### config.mk
export PLATFORM = sky130hd
export DESIGN_NAME = grad_spi_serializer
export DESIGN_NICKNAME = d
export VERILOG_FILES = /design/src/rtl/grad_spi_serializer.sv
export SDC_FILE = /design/constraint.sdc
export NUM_CORES = 1
export LEC_CHECK = 0
export CAP_MARGIN = 40
export CORE_MARGIN = 2
export CORE_UTILIZATION = 55
export CTS_CLUSTER_SIZE = 30
export DETAILED_ROUTE_END_ITERATION = 10
export GPL_TIMING_DRIVEN = 0
export PLACE_DENSITY = 0.77
export SLEW_MARGIN = 5
export SYNTH_ARGS = -nofsm -noshare
export SYNTH_HDL_FRONTEND = slang
export SYNTH_SLANG_ARGS = --single-unit
### constraint.sdc
create_clock -name clk -period 2.3 [get_ports clk]
set_input_delay 0.46 -clock clk [delete_from_list [all_inputs] [get_ports clk]]
set_output_delay 0.46 -clock clk [all_outputs]
set_load 0.01 [all_outputs]
### src/rtl/grad_spi_serializer.sv
// SPI serializer feeding four gradient DACs: shifts 24-bit payloads MSB-first (mode 0)
// with per-channel chip selects and a one-word pending buffer for words arriving mid-frame.
module grad_spi_serializer #(
  parameter int unsigned SCLK_DIV = 2,
  parameter int unsigned CS_GAP   = 4
) (
  input  logic        clk,
  input  logic        rst,
  input  logic [31:0] data_i,
  input  logic        valid_i,
  output logic        busy_o,
  output logic        overflow_o,
  output logic        sclk_o,
  output logic        sdo_o,
  output logic [3:0]  cs_n_o
);

  localparam int unsigned HW = (SCLK_DIV > 1) ? $clog2(SCLK_DIV) : 1;
  localparam int unsigned GW = (CS_GAP > 1) ? $clog2(CS_GAP) : 1;
  localparam logic [HW-1:0] H_LAST = HW'(SCLK_DIV - 1);
  localparam logic [GW-1:0] G_LAST = GW'(CS_GAP - 1);

  typedef enum logic [1:0] {IDLE, SETUP, SHIFT, GAP} state_t;

  state_t      state;
  logic [HW-1:0] hcnt;
  logic [GW-1:0] gcnt;
  logic [4:0]  bit_cnt;
  logic [22:0] shreg;
  logic [25:0] pend;
  logic        pend_v;

  logic        gap_last;
  logic        load_now;
  logic [25:0] load_word;
  logic        unused_hi;

  assign unused_hi = ^data_i[31:26];

  // A frame starts from IDLE on a strobe, or back-to-back from the last GAP cycle,
  // where the pending word has priority over a word arriving that same cycle.
  always_comb begin
    gap_last  = (state == GAP) && (gcnt == G_LAST);
    load_now  = ((state == IDLE) && valid_i) || (gap_last && (pend_v || valid_i));
    load_word = (gap_last && pend_v) ? pend : data_i[25:0];
  end

  always_ff @(posedge clk or posedge rst) begin
    if (rst) begin
      state      <= IDLE;
      hcnt       <= '0;
      gcnt       <= '0;
      bit_cnt    <= '0;
      shreg      <= '0;
      pend       <= '0;
      pend_v     <= 1'b0;
      busy_o     <= 1'b0;
      overflow_o <= 1'b0;
      sclk_o     <= 1'b0;
      sdo_o      <= 1'b0;
      cs_n_o     <= '1;
    end else begin
      case (state)
        IDLE: ;
        SETUP: begin
          if (hcnt == H_LAST) begin
            hcnt   <= '0;
            sclk_o <= 1'b1;
            state  <= SHIFT;
          end else begin
            hcnt <= hcnt + HW'(1);
          end
        end
        SHIFT: begin
          if (hcnt == H_LAST) begin
            hcnt <= '0;
            if (sclk_o) begin
              sclk_o <= 1'b0;
              sdo_o  <= shreg[22];
              shreg  <= {shreg[21:0], 1'b0};
            end else if (bit_cnt == 5'd23) begin
              state  <= GAP;
              gcnt   <= '0;
              cs_n_o <= '1;
              sdo_o  <= 1'b0;
            end else begin
              sclk_o  <= 1'b1;
              bit_cnt <= bit_cnt + 5'd1;
            end
          end else begin
            hcnt <= hcnt + HW'(1);
          end
        end
        GAP: begin
          if (gap_last) begin
            state  <= IDLE;
            busy_o <= 1'b0;
          end else begin
            gcnt <= gcnt + GW'(1);
          end
        end
        default: state <= IDLE;
      endcase

      // Overrides the GAP->IDLE exit when another word is ready.
      if (load_now) begin
        state   <= SETUP;
        busy_o  <= 1'b1;
        hcnt    <= '0;
        bit_cnt <= '0;
        sclk_o  <= 1'b0;
        sdo_o   <= load_word[23];
        shreg   <= load_word[22:0];
        cs_n_o  <= ~(4'b0001 << load_word[25:24]);
      end

      if ((state != IDLE) && valid_i) begin
        if (gap_last && pend_v) begin
          pend <= data_i[25:0];
        end else if (!gap_last) begin
          if (!pend_v) begin
            pend   <= data_i[25:0];
            pend_v <= 1'b1;
          end else begin
            overflow_o <= 1'b1;
          end
        end
      end else if (gap_last && pend_v) begin
        pend_v <= 1'b0;
      end
    end
  end

endmodule
==> results.yml, run 1 <==
yosys:
  ys_warn_count: 0
  synth_ff_type: "dfrtp_1"
  ys_async_sr_fraction: 1.00
  postSynthCellCount: 302
  yosysTopAreaCell: "dfrtp_1"
  synthMostInstantiatedCell: "dfrtp_1"
  avgSynthCellArea_um2: 11.3
  ys_types: 45
  yosysTopAreaCellShare: 0.468
  syn_area_mm2: 0.00342
  ys_seq_area_frac: 0.499
  yosys_register_bits: 68
  ys_top_cells_by_area: "dfrtp_1 47%, mux2_2 8.6%, mux2i_1 7.9%"
  synth-edff-count: 0
  syn_nets: 346
  yosys-top-cells-count: "64 x dfrtp_1, 29 x a21oi_1, 27 x mux2i_1, 26 x mux2_2"
global_route:
  grt_pass1_vias: 2500
  grt_max_degree: 57
  grt_usage: 0.216
  antenna_found_initial: 0
  grt_pass1_wl_um: 12000
  overflow: 0
sta:
  worstMarginPinSlew_ps: 488
  finalMaxSlewViolations: 0
  fmax_ghz: 0.451
  skew_ps: 8.37
  setup_viol: 0
  post-route-period-util: 0.965
  holdWs_ps: 389
  fin_crit_ps: 2220
  grt_setup_unrepaired: "yes"
  maxSlewHeadroom: 0.675
  hold_violations: 0
cells_and_area:
  multi_input_area_mm2: 0.00160
  layoutNonFillerInstCount: 430
  drive_above_1_share: 0.197
  area_delta_synth_final_pct: 21.1
  diodes: 0
  seqCellArea_mm2: 0.00171
  fillers: 433
  fin_nets: 394
clock_network:
  cts_buffers: 9
  cts_sinks: 68
  cts_setup_buffers: 0
  clkTransAtPathRegs_ps: 80
  tritoncts: "yes"
  clkLatencyLatePin_ps: 340
  cts-root-buf: "clkbuf_8"
  cts_max_level: 3
  cts_hold_buf: 0
  cts_buffer_depth: 2
floorplan:
  initial_core_util: 0.574
  die_w_um: 82.9
  io_pins: 43
  die_h_um: 82.9
  core_mm2: 0.00596
  rows: 28
  die_area_mm2: 0.00686
setup_path:
  cp-start-kind: "register"
  critPathCaptureType: "register"
  worst-setup-path-type: "reg -> reg"
  arrival_ps: 2440
  crit_fanout: 10
  cp.required_ps: 2530
detailed_routing:
  vias: 2525
  drt_pass1_iterations: 4
  drc: 0
  detail_route.wl_per_cell_um: 16.0
  avgViaCountPerCell: 5.87
  wl_um: 6870
  drt_iter0_drc: 164
  postRouteAntennaNets: 0
placement:
  port-buffer-count: 36
  hpwlAfterDp_um: 4610
  dp.cells: 414
  gp_congestion: 0.829
pwr:
  pwr-share-seq: 0.421
  power_density_mw_per_mm2: 1210
  combPwrFrac: 0.377
  vdd_drop_max_mv: 0.689
  swShare: 0.337
  p_leak_nw: 1.75
  p_int_w: 0.00331
  power_frac_clock: 0.202
  p_sw_w: 0.00168
worst_hold_path:
  min_path_type: "in -> async"
run_status:
  outcome: "completed"
run:
  drv_cap: 0
## per-stage QoR
step	cell area, um2	power [W]	setup WS (ps)	setup TNS [ps]	utilization
2_1_floorplan	3420	0.00341	135	0	-
3_3_place_gp	3870	0.00384	-1080	-76830	0.650
3_5_place_dp	3900	0.00395	-271	-7190	0.655
4_1_cts	4130	0.00500	40.4	0	0.694
5_1_grt	4140	0.00535	-26.8	-196	0.695
6_report	4140	0.00499	81.0	0	0.695
## final timing paths
path | end | cells past startpoint | slack [ps] | startpoint
max | pend[0]$_DFFE_PP0P_ | 8 | 80 | state[1]$_DFFE_PP0P_
min | pend[13]$_DFFE_PP0P_ | 2 | 390 | rst
max reg2reg | pend[0]$_DFFE_PP0P_ | 8 | 80 | state[1]$_DFFE_PP0P_
min reg2reg | overflow_o$_DFFE_PP0P_ | 1 | 480 | overflow_o$_DFFE_PP0P_
max in group asynchronous | cs_n_o[0]$_DFFE_PP1P_ | 3 | 1340 | rst
min in group clk | overflow_o$_DFFE_PP0P_ | 1 | 480 | overflow_o$_DFFE_PP0P_
## routing by layer
metal,vias up,part of all wire,global-route usage
met2,58,0.48,0.337
met5,-,0,0
met4,0,0.018,0.0805
li1,1202,-,-
met1,1254,0.46,0.299
met3,11,0.035,0.0447
## critical path, stage by stage, from the launching register on
cell and delay, ps:
dfrtp_2 460, ha_1 230, clkbuf_4 190, nand2_1 110, inv_2 80, ha_1 310
nand2_4 140, buf_4 220, mux2_2 350
## cells by family after synthesis
logic type	count (synthesis)	synth area share
multiplexers	53	0.165
AO/OA/AOI/OAI	76	0.147
buffers and inverters	28	0.0351
adder cells (fa/ha/maj)	9	0.0329
XOR/XNOR	5	0.0128
AND/OR/NAND/NOR	63	0.108
flip-flops	68	0.499
## placed cells by master, fill, tap and decap left out, types with 2 or more instances in the layout
| master | count |
|---|---|
| clkbuf_8 | 11 |
| dfstp_2 | 4 |
| clkbuf_1 | 6 |
| a31oi_1 | 5 |
| dfrtp_1 | 63 |
| o21bai_1 | 3 |
| nand2_1 | 7 |
| o21a_1 | 2 |
| xnor2_1 | 4 |
| nand3_1 | 3 |
| nor3_1 | 6 |
| mux2i_1 | 26 |
| nor2_1 | 12 |
| ha_1 | 9 |
| buf_4 | 3 |
| buf_2 | 6 |
| a211oi_1 | 22 |
| clkinv_2 | 2 |
| mux2_2 | 26 |
| inv_1 | 8 |
| and2_1 | 22 |
| o21ai_0 | 3 |
| clkdlybuf4s50_1 | 36 |
| buf_6 | 2 |
| a21oi_1 | 29 |
| o211ai_1 | 2 |
## sequential cells by signal (all words and copies together), names as in the netlist
signal	flops
pend	26
shreg	23
bit_cnt	5
cs_n_o	4
gcnt	2
state	2
busy_o	1
hcnt	1
overflow_o	1
pend_v	1
sclk_o	1
sdo_o	1
## final cells by class
| class | instances | share of cell area |
|---|---|---|
| multi-input combinational | 206 | 0.387 |
| timing repair buffer | 37 | 0.0937 |
| inverter | 10 | 0.00967 |
| tap | 75 | 0.0227 |
| sequential | 68 | 0.412 |
| clock buffer | 12 | 0.0375 |
| buffer | 18 | 0.0254 |
| clock inverter | 4 | 0.0115 |
## timing repair
item	CTS	global route
setup endpoints to repair	40	42
resized for setup	9	4
cloned	0	0
pin swaps	0	0
endpoints found under the hold margin	0	0
## power by group through the flow
| stage | Clock, W | Combinational (W) | Sequential, W |
|---|---|---|---|
| 3_5_place_dp | 0 | 0.00184 | 0.00211 |
| 4_1_cts | 0.00102 | 0.00188 | 0.00210 |
| 6_report | 0.00101 | 0.00188 | 0.00210 |
| 2_1_floorplan | 0 | 0.00136 | 0.00205 |
| 3_3_place_gp | 0 | 0.00176 | 0.00208 |
| 5_1_grt | 0.00108 | 0.00210 | 0.00217 |
(Power assumes the default switching activity.)
==> run 2, diff against run 1 <==
Settings changed: CORE_UTILIZATION 55 to 57, CTS_BUF_LIST set to sky130_fd_sc_hd__clkbuf_2, PLACE_DENSITY 0.77 to 0.8, SKIP_LAST_GASP set to 1.
==> results.yml, run 2 (synthesis results as in run 1) <==
sta:
  maxSlewHeadroom: 0.661
  fin_setup_tns_ps: 0
  holdWs_ps: 235
  setup_viol: 0
  fmax_ghz: 0.455
  hold_violations: 0
  finalMaxSlewViolations: 0
  skew_ps: 13.5
  worstMarginPinSlew_ps: 509
  grt_setup_unrepaired: "no"
  post-route-period-util: 0.956
  fin_crit_ps: 2200
clock_network:
  clkLatencyLatePin_ps: 480
  clkTransAtPathRegs_ps: 180
  cts_buffers: 9
  cts_max_level: 3
  tritoncts: "yes"
  cts_buffer_depth: 2
  cts_hold_buf: 0
  cts-root-buf: "clkbuf_2"
  cts_sinks: 68
setup_path:
  cp.required_ps: 2680
  cp-start-kind: "register"
  arrival_ps: 2570
  crit_fanout: 10
  critPathCaptureType: "register"
  worst-setup-path-type: "reg -> reg"
detailed_routing:
  avgViaCountPerCell: 5.75
  postRouteAntennaNets: 0
  drt_pass1_iterations: 4
  detail_route.wl_per_cell_um: 15.3
  vias: 2474
  drt_iter0_drc: 158
  drc: 0
  wl_um: 6590
cells_and_area:
  area_delta_synth_final_pct: 17.6
  drive_above_1_share: 0.194
  regMostFlops: "pend"
  fin_nets: 395
  fillers: 448
  final_cell_mix: "63 x dfrtp_1, 36 x clkdlybuf4s50_1, 29 x a21oi_1"
  layout_commonest_cell: "dfrtp_1"
  top_regs: "pend (26), shreg (23), bit_cnt (5)"
  largest_reg_flops: 26
  diodes: 0
global_route:
  overflow: 0
  antenna_found_initial: 0
  grt_usage: 0.223
  grt_pass1_vias: 2426
  grt_pass1_wl_um: 11200
  grt_max_degree: 54
floorplan:
  die_h_um: 81.5
  die_w_um: 81.5
  die_area_mm2: 0.00663
  io_pins: 43
  rows: 28
  initial_core_util: 0.584
  core_mm2: 0.00585
run_status:
  outcome: "completed"
pwr:
  vdd_drop_max_mv: 0.644
  p_leak_nw: 1.71
  finalPower_w: 0.00448
  power_density_mw_per_mm2: 1110
run:
  drv_cap: 0
placement:
  hpwlAfterDp_um: 4620
  gp_congestion: 0.824
  port-buffer-count: 36
worst_hold_path:
  min_path_type: "in -> async"
[run 2: final timing paths]
kind	endpoint	depth (start not counted)	slack (ps)	startpoint
hold / removal	pend[13]$_DFFE_PP0P_	2	230	rst
setup reg to reg	pend[10]$_DFFE_PP0P_	8	100	state[1]$_DFFE_PP0P_
min in group clk	overflow_o$_DFFE_PP0P_	1	510	overflow_o$_DFFE_PP0P_
max in group asynchronous	cs_n_o[0]$_DFFE_PP1P_	3	1490	rst
hold reg to reg	overflow_o$_DFFE_PP0P_	1	510	overflow_o$_DFFE_PP0P_
setup / recovery	pend[10]$_DFFE_PP0P_	8	100	state[1]$_DFFE_PP0P_
[run 2: timing repair]
| action | in CTS | in global routing |
|---|---|---|
| gates resized for setup | 7 | 7 |
| cloned | 0 | 0 |
| setup endpoints to repair | 40 | 43 |
| setup buffers | 0 | 1 |
[run 2: cell type report]
class                      instances  area [um2]  share of cell area
tap                               75        93.8              0.0233
buffer                            18         109              0.0271
timing repair buffer              38         395              0.0983
multi-input combinational        206        1600               0.399
inverter                          10        40.0             0.00995
clock inverter                     4        17.5             0.00435
sequential                        68        1710               0.425
clock buffer                      11        55.1              0.0137
[run 2: power by group]
group / internal [W] / switching (W)
combinational: 0.000994 / 0.000873
clock: 0.000136 / 0.000397
sequential: 0.00176 / 0.000323
[run 2: metal layers]
metal | global-route usage | part of all wire | wire length, um
met5 | 0 | 0 | 0
met4 | 0.108 | 0.015 | 98
met3 | 0.0385 | 0.045 | 296
met2 | 0.354 | 0.49 | 3200
met1 | 0.296 | 0.45 | 2990
[run 2: through the flow]
| stage | std cells | utilization | area [um2] | worst slack (ps) |
|---|---|---|---|---|
| 2_1_floorplan | 302 | - | 3420 | 135 |
| 3_3_place_gp | 413 | 0.662 | 3870 | -1060 |
| 3_5_place_dp | 414 | 0.667 | 3900 | -270 |
| 4_1_cts | 429 | 0.683 | 4000 | 6.89 |
| 5_1_grt | 430 | 0.688 | 4020 | 20.5 |
| 6_report | 430 | 0.688 | 4020 | 102 |
[run 2: worst max-delay path, stage by stage (launching register included)]
cell      delay [ps]
dfrtp_2          480
ha_1             230
clkbuf_4         190
nand2_1          100
inv_2             70
ha_1             310
nand2_4          160
buf_4            220
mux2_2           340
==> run 3, diff against run 2 <==
Settings changed: PLACE_DENSITY 0.8 to not set, PLACE_DENSITY_LB_ADDON set to 0.25.
==> results.yml, run 3 (synthesis results as in run 1) <==
run_status:
  outcome: "completed"
placement:
  port-buffer-count: 36
  hpwlAfterDp_um: 4730
  gp_congestion: 0.894
  pre_cts_ws_ps: -209
setup_path:
  cpMaxStageDelayCell: "or4b_1"
  crit_fanout: 8
  worst-setup-path-type: "reg -> reg"
  critPathCaptureType: "register"
  slowest_delay_ps: 520
  critPathBufInv: 1
  arrival_ps: 2550
  worstPathCellList: "inv_1 -> ha_1 -> nand4b_4 -> o21a_1 -> or4b_1 -> o311a_1"
  cp.required_ps: 2690
  cp-start-kind: "register"
  crit_family: "simple AND/OR/NAND/NOR gates"
sta:
  grt_setup_unrepaired: "no"
  skew_ps: 24.0
  worst_slack_ps: 139
  fin_setup_tns_ps: 0
  worstMarginPinSlew_ps: 496
  hold_violations: 0
  fin_crit_ps: 2160
  setup_viol: 0
  fmax_ghz: 0.463
  finalMaxSlewViolations: 0
  maxSlewHeadroom: 0.669
  post-route-period-util: 0.940
clock_network:
  cts_buffers: 9
  cts_max_level: 3
  tritoncts: "yes"
  cts_buffer_depth: 2
  cts_hold_buf: 0
  cts_sinks: 68
  cts-root-buf: "clkbuf_2"
  clkTransAtPathRegs_ps: 190
  clkLatencyLatePin_ps: 480
cells_and_area:
  top_regs: "pend (26), shreg (23), bit_cnt (5)"
  seqCellArea_mm2: 0.00171
  largest_reg_flops: 26
  final_cell_mix: "63 x dfrtp_1, 36 x clkdlybuf4s50_1, 29 x a21oi_1"
  regMostFlops: "pend"
  drive_above_1_share: 0.204
  layout_commonest_cell: "dfrtp_1"
  multi_input_area_mm2: 0.00161
  area_delta_synth_final_pct: 19.1
  fin_nets: 397
  fillers: 444
  diodes: 0
pwr:
  vdd_drop_max_mv: 0.706
  power_density_mw_per_mm2: 1150
  p_leak_nw: 1.74
detailed_routing:
  avgViaCountPerCell: 5.76
  detail_route.wl_per_cell_um: 15.8
  postRouteAntennaNets: 0
  drc: 0
  drt_pass1_iterations: 5
  wl_um: 6810
  vias: 2490
  drt_iter0_drc: 92
global_route:
  use_met2: 0.393
  grt_pass1_vias: 2574
  grt_pass1_wl_um: 11800
  grt_max_degree: 51
  busiest_layer: "met2"
  grtUsageMet3: 0.0363
  overflow: 0
  grtUsageMet1: 0.300
  antenna_found_initial: 0
  grt_usage: 0.234
floorplan:
  die_h_um: 81.5
  io_pins: 43
  rows: 28
  initial_core_util: 0.584
  die_w_um: 81.5
  core_mm2: 0.00585
  die_area_mm2: 0.00663
worst_hold_path:
  min_path_type: "in -> async"
run:
  drv_cap: 0
==> run 3: cell types whose count changed in the layout (fill, tap and decap cells not counted) <==
cell | before | now
buf_4 | 3 | 4
buf_6 | 3 | 4
bufinv_16 | 0 | 1
clkbuf_2 | 11 | 12
clkinv_1 | 2 | 1
clkinv_2 | 2 | 1
mux2i_1 | 26 | 25
mux2i_2 | 1 | 2
==> run 3: what timing repair did <==
| action | in CTS | in global routing |
|---|---|---|
| pin swaps | 0 | 0 |
| endpoints found under the setup margin | 40 | 42 |
| buffers inserted | 0 | 3 |
| resized for setup | 8 | 8 |
==> run 3: worst paths after layout <==
kind | cells past startpoint | start | endpoint | slack [ps]
worst max-delay path | 6 | state[0]$_DFFE_PP0P_ | state[0]$_DFFE_PP0P_ | 140
worst min register to register | 1 | overflow_o$_DFFE_PP0P_ | overflow_o$_DFFE_PP0P_ | 510
worst min-delay path | 2 | rst | bit_cnt[3]$_DFFE_PP0P_ | 240
min in group clk | 1 | overflow_o$_DFFE_PP0P_ | overflow_o$_DFFE_PP0P_ | 510
max in group asynchronous | 3 | rst | shreg[18]$_DFFE_PP0P_ | 1510
worst max register to register | 6 | state[0]$_DFFE_PP0P_ | state[0]$_DFFE_PP0P_ | 140
==> run 3: layer usage <==
| layer | vias to the layer above | wire, um |
|---|---|---|
| li1 | 1203 | - |
| met4 | 0 | 110 |
| met5 | - | 0 |
| met3 | 9 | 163 |
| met1 | 1234 | 3150 |
| met2 | 44 | 3380 |
==> run 3: metrics by stage <==
stage / cells / hold slack (ps) / utilization / cell area (um2) / total power, W
3_5_place_dp: 414 / 472 / 0.667 / 3900 / 0.00396
6_report: 432 / 242 / 0.696 / 4070 / 0.00467
3_3_place_gp: 413 / 460 / 0.662 / 3870 / 0.00383
5_1_grt: 432 / 231 / 0.696 / 4070 / 0.00504
2_1_floorplan: 302 / 479 / - / 3420 / 0.00341
4_1_cts: 429 / 221 / 0.688 / 4020 / 0.00463
==> run 3: worst register-to-register path, cell delays in order (launching register included) <==
cell and delay (ps):
dfrtp_1 450, inv_1 140, ha_1 370, nand4b_4 170, o21a_1 270, or4b_1 520
o311a_1 140
==> run 3: report_power, final <==
group | switching, W | internal, W | leakage, nW
sequential | 0.000329 | 0.00176 | 0.816
combinational | 0.000903 | 0.00102 | 0.850
clock | 0.000408 | 0.000255 | 0.0695
total | 0.00164 | 0.00303 | 1.74
==> run 3: area by class of cell <==
| type | instances | share of cell area |
|---|---|---|
| clock buffers | 12 | 0.0148 |
| plain buffers | 18 | 0.0277 |
| multi-input cells | 206 | 0.395 |
| flip-flops and latches | 68 | 0.419 |
| clock inverters | 3 | 0.00953 |
| repair buffers | 40 | 0.101 |
| inverters | 10 | 0.00983 |
| well taps | 75 | 0.0230 |
